**src/rtl/song_block_writer.sv**
```systemverilog
// Write side of the song note memory: packs a valid/ready note stream into blocks of
// 1..MAX_BLOCK notes, writing each note and one (start, size) table entry per block.
`timescale 1ns/1ps
module song_block_writer #(
  parameter int NOTE_DEPTH  = 512,
  parameter int BLOCK_DEPTH = 512,
  parameter int MAX_BLOCK   = 4
) (
  input  logic        clk_i,
  input  logic        rst_i,
  input  logic        start_i,
  input  logic        flush_i,
  input  logic        in_valid_i,
  output logic        in_ready_o,
  input  logic [15:0] in_note_i,
  input  logic        in_last_i,
  output logic        mem_we_o,
  output logic [8:0]  mem_addr_o,
  output logic [15:0] mem_wdata_o,
  output logic        blk_we_o,
  output logic [8:0]  blk_idx_o,
  output logic [8:0]  blk_start_o,
  output logic [2:0]  blk_size_o,
  output logic [9:0]  blocks_written_o,
  output logic [9:0]  notes_written_o,
  output logic        full_o,
  output logic        busy_o
);

  typedef enum logic [1:0] {ST_IDLE, ST_FILL, ST_COMMIT, ST_FULL} state_t;

  localparam logic [9:0] NOTE_LIMIT  = 10'(NOTE_DEPTH);
  localparam logic [9:0] BLOCK_LIMIT = 10'(BLOCK_DEPTH);
  localparam logic [9:0] LAST_ADDR   = 10'(NOTE_DEPTH - 1);
  localparam logic [2:0] MAX_PEND    = 3'(MAX_BLOCK);

  state_t      state_q, state_d;
  logic        in_ready_q, full_q, busy_q;
  logic        mem_we_q, blk_we_q;
  logic [8:0]  mem_addr_q, blk_idx_q, blk_start_q, blk_base_q;
  logic [15:0] mem_wdata_q;
  logic [2:0]  blk_size_q, pending_q, pending_d;
  logic [9:0]  notes_written_q, blocks_written_q;
  logic        accept, close_blk, commit_to_full;

  // The note address is the running note count: blocks never leave gaps.
  always_comb begin
    accept         = in_valid_i & in_ready_q & ~start_i;
    pending_d      = pending_q + {2'b00, accept};
    close_blk      = (accept & (in_last_i | (pending_d == MAX_PEND) |
                                (notes_written_q == LAST_ADDR)))
                   | (in_ready_q & flush_i & ~start_i & (pending_d != 3'd0));
    commit_to_full = (notes_written_q == NOTE_LIMIT) |
                     ((blocks_written_q + 10'd1) == BLOCK_LIMIT);
    state_d = state_q;
    if (start_i) begin
      state_d = ST_FILL;
    end else begin
      case (state_q)
        ST_FILL:   if (close_blk) state_d = ST_COMMIT;
        ST_COMMIT: state_d = commit_to_full ? ST_FULL : ST_FILL;
        default:   state_d = state_q;
      endcase
    end
  end

  always_ff @(posedge clk_i or posedge rst_i) begin
    if (rst_i) begin
      state_q          <= ST_IDLE;
      in_ready_q       <= 1'b0;
      full_q           <= 1'b0;
      busy_q           <= 1'b0;
      mem_we_q         <= 1'b0;
      mem_addr_q       <= '0;
      mem_wdata_q      <= '0;
      blk_we_q         <= 1'b0;
      blk_idx_q        <= '0;
      blk_start_q      <= '0;
      blk_size_q       <= '0;
      blk_base_q       <= '0;
      pending_q        <= '0;
      notes_written_q  <= '0;
      blocks_written_q <= '0;
    end else begin
      state_q    <= state_d;
      in_ready_q <= (state_d == ST_FILL);
      full_q     <= (state_d == ST_FULL);
      busy_q     <= (state_d != ST_IDLE);
      mem_we_q   <= 1'b0;
      blk_we_q   <= 1'b0;
      if (start_i) begin
        // A pending partial block is dropped without a table entry.
        pending_q        <= '0;
        blk_base_q       <= '0;
        notes_written_q  <= '0;
        blocks_written_q <= '0;
      end else if (accept) begin
        mem_we_q        <= 1'b1;
        mem_addr_q      <= notes_written_q[8:0];
        mem_wdata_q     <= in_note_i;
        notes_written_q <= notes_written_q + 10'd1;
        pending_q       <= pending_d;
      end else if (state_q == ST_COMMIT) begin
        blk_we_q         <= 1'b1;
        blk_idx_q        <= blocks_written_q[8:0];
        blk_start_q      <= blk_base_q;
        blk_size_q       <= pending_q;
        blocks_written_q <= blocks_written_q + 10'd1;
        blk_base_q       <= notes_written_q[8:0];
        pending_q        <= '0;
      end
    end
  end

  assign in_ready_o       = in_ready_q;
  assign full_o           = full_q;
  assign busy_o           = busy_q;
  assign mem_we_o         = mem_we_q;
  assign mem_addr_o       = mem_addr_q;
  assign mem_wdata_o      = mem_wdata_q;
  assign blk_we_o         = blk_we_q;
  assign blk_idx_o        = blk_idx_q;
  assign blk_start_o      = blk_start_q;
  assign blk_size_o       = blk_size_q;
  assign blocks_written_o = blocks_written_q;
  assign notes_written_o  = notes_written_q;

endmodule
```
**config.mk**
```make
export PLATFORM = sky130hd
export DESIGN_NAME = song_block_writer
export DESIGN_NICKNAME = d
export VERILOG_FILES = /design/src/rtl/song_block_writer.sv
export SDC_FILE = /design/constraint.sdc
export NUM_CORES = 1
export LEC_CHECK = 0
export CORE_MARGIN = 5
export CORE_UTILIZATION = 51
export CTS_BUF_LIST = sky130_fd_sc_hd__clkbuf_2
export CTS_CLUSTER_SIZE = 8
export DETAILED_ROUTE_END_ITERATION = 10
export GPL_ROUTABILITY_DRIVEN = 0
export HOLD_SLACK_MARGIN = 0.05
export PLACE_DENSITY_LB_ADDON = 0.05
export SKIP_LAST_GASP = 1
export SLEW_MARGIN = 15
export SYNTH_ARGS = -nofsm -noshare
export SYNTH_HDL_FRONTEND = slang
export SYNTH_SLANG_ARGS = --single-unit
export TNS_END_PERCENT = 10
```
**constraint.sdc**
```tcl
create_clock -name clk_i -period 3.2 [get_ports clk_i]
set_input_delay 0.32 -clock clk_i [delete_from_list [all_inputs] [get_ports clk_i]]
set_output_delay 0.32 -clock clk_i [all_outputs]
set_load 0.005 [all_outputs]
```
Word level (Yosys, flattened, before mapping). Index checks and enable logic that the tools add are counted.

Output and inout port bits: 71. Register bits: 85.

Eq/ne operators: 9. Reduce and logical (&&, ||, !) cells: 8. Mux-type cells: 20. Bitwise gates (word level): 12. $add $sub $neg: 3.

Operator list (number): 10-bit 2-to-1 mux (5); 9-bit 2-to-1 mux (3); 10-bit by 1-bit adder with 10-bit output, second input constant (2); 10-bit == test, second input constant (2); 10-bit by 9-bit == test with 1-bit output, second input constant (1); 3-bit 2-to-1 mux (3); 1-bit AND (6); 2-bit 2-to-1 mux (3); 2-bit nonzero test (3); 3-bit nonzero test (2); 1-bit 2-to-1 mux (5); 2-bit by 1-bit == test with 1-bit output, second input constant (2); 2-bit == test, second input constant (2); 1-bit bitwise OR (4); 2-bit case mux with 2 select lines (1); 2-bit AND reduction (2); 3-bit by 1-bit adder with 3-bit output (1); 3-bit == test, second input constant (1); 3-bit AND reduction (1); 2-bit != test, second input constant (1); 1-bit NOT (2).

Logic depth before layout (Yosys ltp).
Word-level depth: 12. Gate-level depth with buffers: 13. Depth with buffers taken out: 10.

Worst setup path after synthesis. OpenSTA, ideal clock, no wires.

Path type: register to register. Start point: register in_ready_q, in the netlist in_ready_o. End point: register in_ready_q, in the netlist in_ready_o. Path buffers: 2. Arrival time: 2.765 ns. Library setup time: 0.120 ns. Setup slack: 0.315 ns. Required time: 3.080 ns. Stages on the path, launching flop included: 13. Path through: dfrtp_1 > nor2b_1 > nand2_1 > clkbuf_1 > clkbuf_1 > inv_1 > ha_1 > ha_1 > and3b_1 > o221ai_1 > a21boi_1 > a2111o_1 > and3b_1.

Word-level cells in the longest chain between the ends: 12.

RTL lines: start: declaration (RTL line 38) `logic in_ready_q, full_q, busy_q;`; start signal: assignment (RTL line 86) `in_ready_q <= (state_d == ST_FILL);`; 1-bit AND (2 in a row) (RTL line 48) `accept = in_valid_i & in_ready_q & ~start_i;`; 3-bit by 1-bit adder with 3-bit output (RTL line 49) `pending_d = pending_q + {2'b00, accept};`; 3-bit == test (RTL line 50) `close_blk = (accept & (in_last_i | (pending_d == MAX_PEND) |`; 1-bit bitwise OR (2 in a row) (RTL line 50); 1-bit AND (RTL line 50); 1-bit bitwise OR (*) (RTL line 52) `| (in_ready_q & flush_i & ~start_i & (pending_d != 3'd0));`; 2-bit 2-to-1 mux (*) (RTL line 60) `ST_FILL: if (close_blk) state_d = ST_COMMIT;`; 2-bit case mux with 2 select lines (*) (RTL line 59) `case (state_q)`; 2-bit 2-to-1 mux (*) (RTL line 56) `if (start_i) begin`; 2-bit by 1-bit == test with 1-bit output (*) (RTL line 86).

Every way passes the cells marked *; elsewhere a longest branch is shown, timed or not. A chain may end at the register's enable or synchronous reset.

Worst setup path after layout. Ends and elaborated chain as after synthesis.

==> metrics.csv <==
stage,metric,value,unit
clocking,clk_latency,0.53,ns
timing,fin_worst_skew,0.01799,ns
power_and_ir_drop,p_clk_frac,0.241,
global_route,grt_pass1_vias,2886,
detailed_routing,drt_iter0_drc,128,
critical_path,critPathLaunch,in_ready_o,
critical_path,r2r_start,in_ready_o,
logic_synthesis,synth_flop_cell,dfrtp_1,
clocking,cts.sinks,85,
critical_path,setup.worst_path.start_class,register,
logic_synthesis,synth_edf_count,0,
logic_synthesis,synth_cells,389,
logic_synthesis,ys_ff_latch,85,
critical_path,end_kind,register,
run_status,status,completed,
logic_synthesis,yosysTopAreaCell,dfrtp_1,
global_route,gr-total-overflow,0,
critical_path,crit_chain,"nor2b_1, nand2_1, inv_1, ha_1, ha_1, and3b_1, o221ai_1, a21boi_1, a311oi_1, and3b_1",
timing,fmax,0.3949,GHz
run,max_cap_viol_count,0,
global_route,grtUsageTotal,0.1958,
logic_synthesis,ys_warn_count,0,
logic_synthesis,synthArstFlopShare,1.000,
timing,tns,0,ns
timing,rsz0062_at_grt,no,
timing,period_needed,2.532,ns
placement,hpwl,5.931,mm
critical_path,cp.arrival,2.98,ns
floorplanning,rows,31,
floorplanning,dieHeight,95.43,um
clocking,cts_made_buffers,9,
global_route,grt_first_pass_wirelength,13.80,mm
logic_synthesis,synthSimpleGateAreaFrac,0.2289,
logic_synthesis,synth_xor_area_frac,0.04941,
logic_synthesis,syn_area,3722,sq um
clocking,cts_resized,0,
critical_path,critical_path_required,3.65,ns
clocking,clk_path_buf_depth,2,
timing,slew_headroom,0.5593,
power_and_ir_drop,power_frac_comb,0.223,
critical_path,crit_buf_inv,1,
timing,finalSetupViolations,0,
floorplanning,io_pins,93,
critical_path,worstSetupPathType,reg -> reg,
clocking,cts_setup_buffers,0,
logic_synthesis,synth_compound_area_frac,0.05008,
power_and_ir_drop,max-vdd-ir-drop,0.0002841,V
placement,place_area,4726,sq um
logic_synthesis,synth_adder_area_share,0.02689,
floorplanning,fp.coreArea,7176,sq um
timing,slew_viol_final,0,
critical_path,cp_slowest_cell,dfrtp_1,
detailed_routing,drc,0,
power_and_ir_drop,seqPwrFrac,0.536,
clocking,htree_levels,3,
timing,finalHoldViolations,0,
clocking,cts_tree,yes,
power_and_ir_drop,switching_share,0.2917,
clocking,root_buffer,clkbuf_2,
global_route,antenna_found_initial,0,
timing,tightest_slew,0.6602,ns
logic_synthesis,yosysSeqAreaShare,0.5714,
logic_synthesis,yosys-top-cells-area,"dfrtp_1, nand2_1, mux2_2",
critical_path,path_max_fanout,5,
logic_synthesis,synth_mux_area_frac,0.03866,
power_and_ir_drop,p_leak,2.296,nW
cells_and_area,antenna_cells,0,
cells_and_area,drive_gt1_frac,0.07692,
detailed_routing,ant_nets,0,
cells_and_area,syn2layout_area_growth,30.18,%
clocking,cts.clk_slew.worst_paths,0.24,ns
critical_path,cp_slowest_stage_delay,0.47,ns
power_and_ir_drop,intPower,1.655,mW
power_and_ir_drop,p_switching,0.6816,mW
timing,post-route-period-util,0.7913,
cells_and_area,fillerInstances,564,
detailed_routing,firstDrtPassIters,4,
detailed_routing,wl_per_cell,14.35,um
logic_synthesis,synth_cell_type_count,36,
cells_and_area,nets,506,
floorplanning,dieArea,9107,sq um
power_and_ir_drop,powerDensity,482.2,nW/um^2
clocking,holdBufCountCts,0,
floorplanning,die_w,95.43,um
detailed_routing,via_per_inst,5.036,
floorplanning,initial_core_util,0.5187,
critical_path,critPathTopFamily,compound AO/OA/AOI/OAI gates,
detailed_routing,finalWirelength,8.322,mm
logic_synthesis,syn_area_per_cell,9.569,sq um
placement,io_buffers,92,
detailed_routing,num_vias,2921,
cells_and_area,final_area,4846,sq um
logic_synthesis,synth_top_cell_area_share,0.5714,
min_path,hold_class,in -> async,
logic_synthesis,syn_nets,419,
logic_synthesis,synth_top_family_by_area,simple AND/OR/NAND/NOR gates,
global_route,grt_max_degree,39,
==> kinds of logic after synthesis <==
kind of cell | count (synthesis)
xor gates and xnor gates | 21
buffers and inverters | 33
and+or+nand+nor | 200
adders and majority gates | 8
muxes | 13
DFF | 85
AOI/OAI and AO/OA | 29
==> per-stage QoR <==
| step | worst slack (ns) | power, mW | cells | hold slack [ns] | util |
|---|---|---|---|---|---|
| 5_1_grt | 0.5053 | 2.476 | 580 | 0.1427 | 0.6753 |
| 3_3_place_gp | 0.4638 | 1.788 | 564 | 0.4515 | 0.6586 |
| 4_1_cts | 0.6745 | 2.366 | 580 | 0.1462 | 0.6753 |
| 6_report | 0.6679 | 2.337 | 580 | 0.1493 | 0.6753 |
| 3_5_place_dp | 0.3913 | 1.808 | 564 | 0.4527 | 0.6586 |
| 2_1_floorplan | 0.3149 | 1.496 | 389 | 0.4254 | - |
==> cell usage in the layout, fill, tap and decap left out, types with 3 or more instances in the layout <==
cell	netlist	routed
nand3_1	5	5
buf_4	0	6
ha_1	8	8
dfrtp_1	85	85
or3_1	3	3
clkbuf_2	0	9
xor2_1	13	13
nor2b_1	3	3
xnor2_1	8	8
o21ai_0	5	5
and3_1	3	3
nand2_1	139	139
nor3_1	5	5
a21oi_1	15	15
and2_1	3	3
nand4_1	9	9
mux2_2	11	11
nor2_1	21	21
inv_1	11	10
clkdlybuf4s50_1	0	92
==> layout make-up <==
class | instances | area (sq um) | share of cell area
Multi-Input combinational cell | 271 | 1466 | 0.3026
Clock buffer | 9 | 45.04 | 0.009295
Timing Repair Buffer | 98 | 965.9 | 0.1993
Inverter | 11 | 42.54 | 0.008779
Tap cell | 99 | 123.9 | 0.02556
Sequential cell | 85 | 2127 | 0.4389
Clock inverter | 7 | 75.07 | 0.01549
==> sequential cells by signal, indices dropped and copies added, names as in the netlist, 2 cells and up <==
signal / flops
mem_addr_o: 9
blk_base_q: 9
state_q: 2
blocks_written_o: 10
blk_start_o: 9
pending_q: 3
mem_wdata_o: 16
blk_idx_o: 9
blk_size_o: 3
notes_written_o: 10
==> power groups by stage <==
| stage | clock [mW] | sequential [mW] | combinational [mW] |
|---|---|---|---|
| detailed placement | 0 | 1.27 | 0.534 |
| floorplan | 0 | 1.28 | 0.219 |
| global placement | 0 | 1.27 | 0.520 |
| global route | 0.626 | 1.27 | 0.581 |
| CTS | 0.577 | 1.25 | 0.536 |
| finish | 0.563 | 1.25 | 0.522 |
==> path summary, 6_finish.rpt <==
kind	endpoint	slack [ns]	cells past startpoint
worst max register to register	in_ready_o	0.67	10
min in group clk_i	mem_wdata_o[11]	0.28	3
worst min-delay path	mem_wdata_o[4]	0.15	2
max in group asynchronous	blk_idx_o[4]	2.24	3
worst min register to register	blk_start_o[8]	0.49	2
worst max-delay path	in_ready_o	0.67	10
==> Yosys cell counts, types with 2 or more instances <==
library cell  count
nand2_1         139
dfrtp_1          85
nor2_1           21
clkbuf_1         16
a21oi_1          15
xor2_1           13
inv_1            11
mux2_2           11
nand4_1           9
ha_1              8
xnor2_1           8
nand3_1           5
nor3_1            5
o21ai_0           5
buf_2             4
and2_1            3
and3_1            3
nor2b_1           3
or3_1             3
and3b_1           2
buf_1             2
mux2i_1           2
nand2b_1          2
nand3b_1          2
==> routing by layer <==
metal / vias to the layer above / routed length (um) / GRT usage
met5: - / 0 / 0
met2: 69 / 4310 / 0.3405
met4: 0 / 108 / 0.06991
met3: 11 / 366 / 0.03946
li1: 1429 / - / -
met1: 1412 / 3538 / 0.2420
Power figures use the tool's default switching activity.
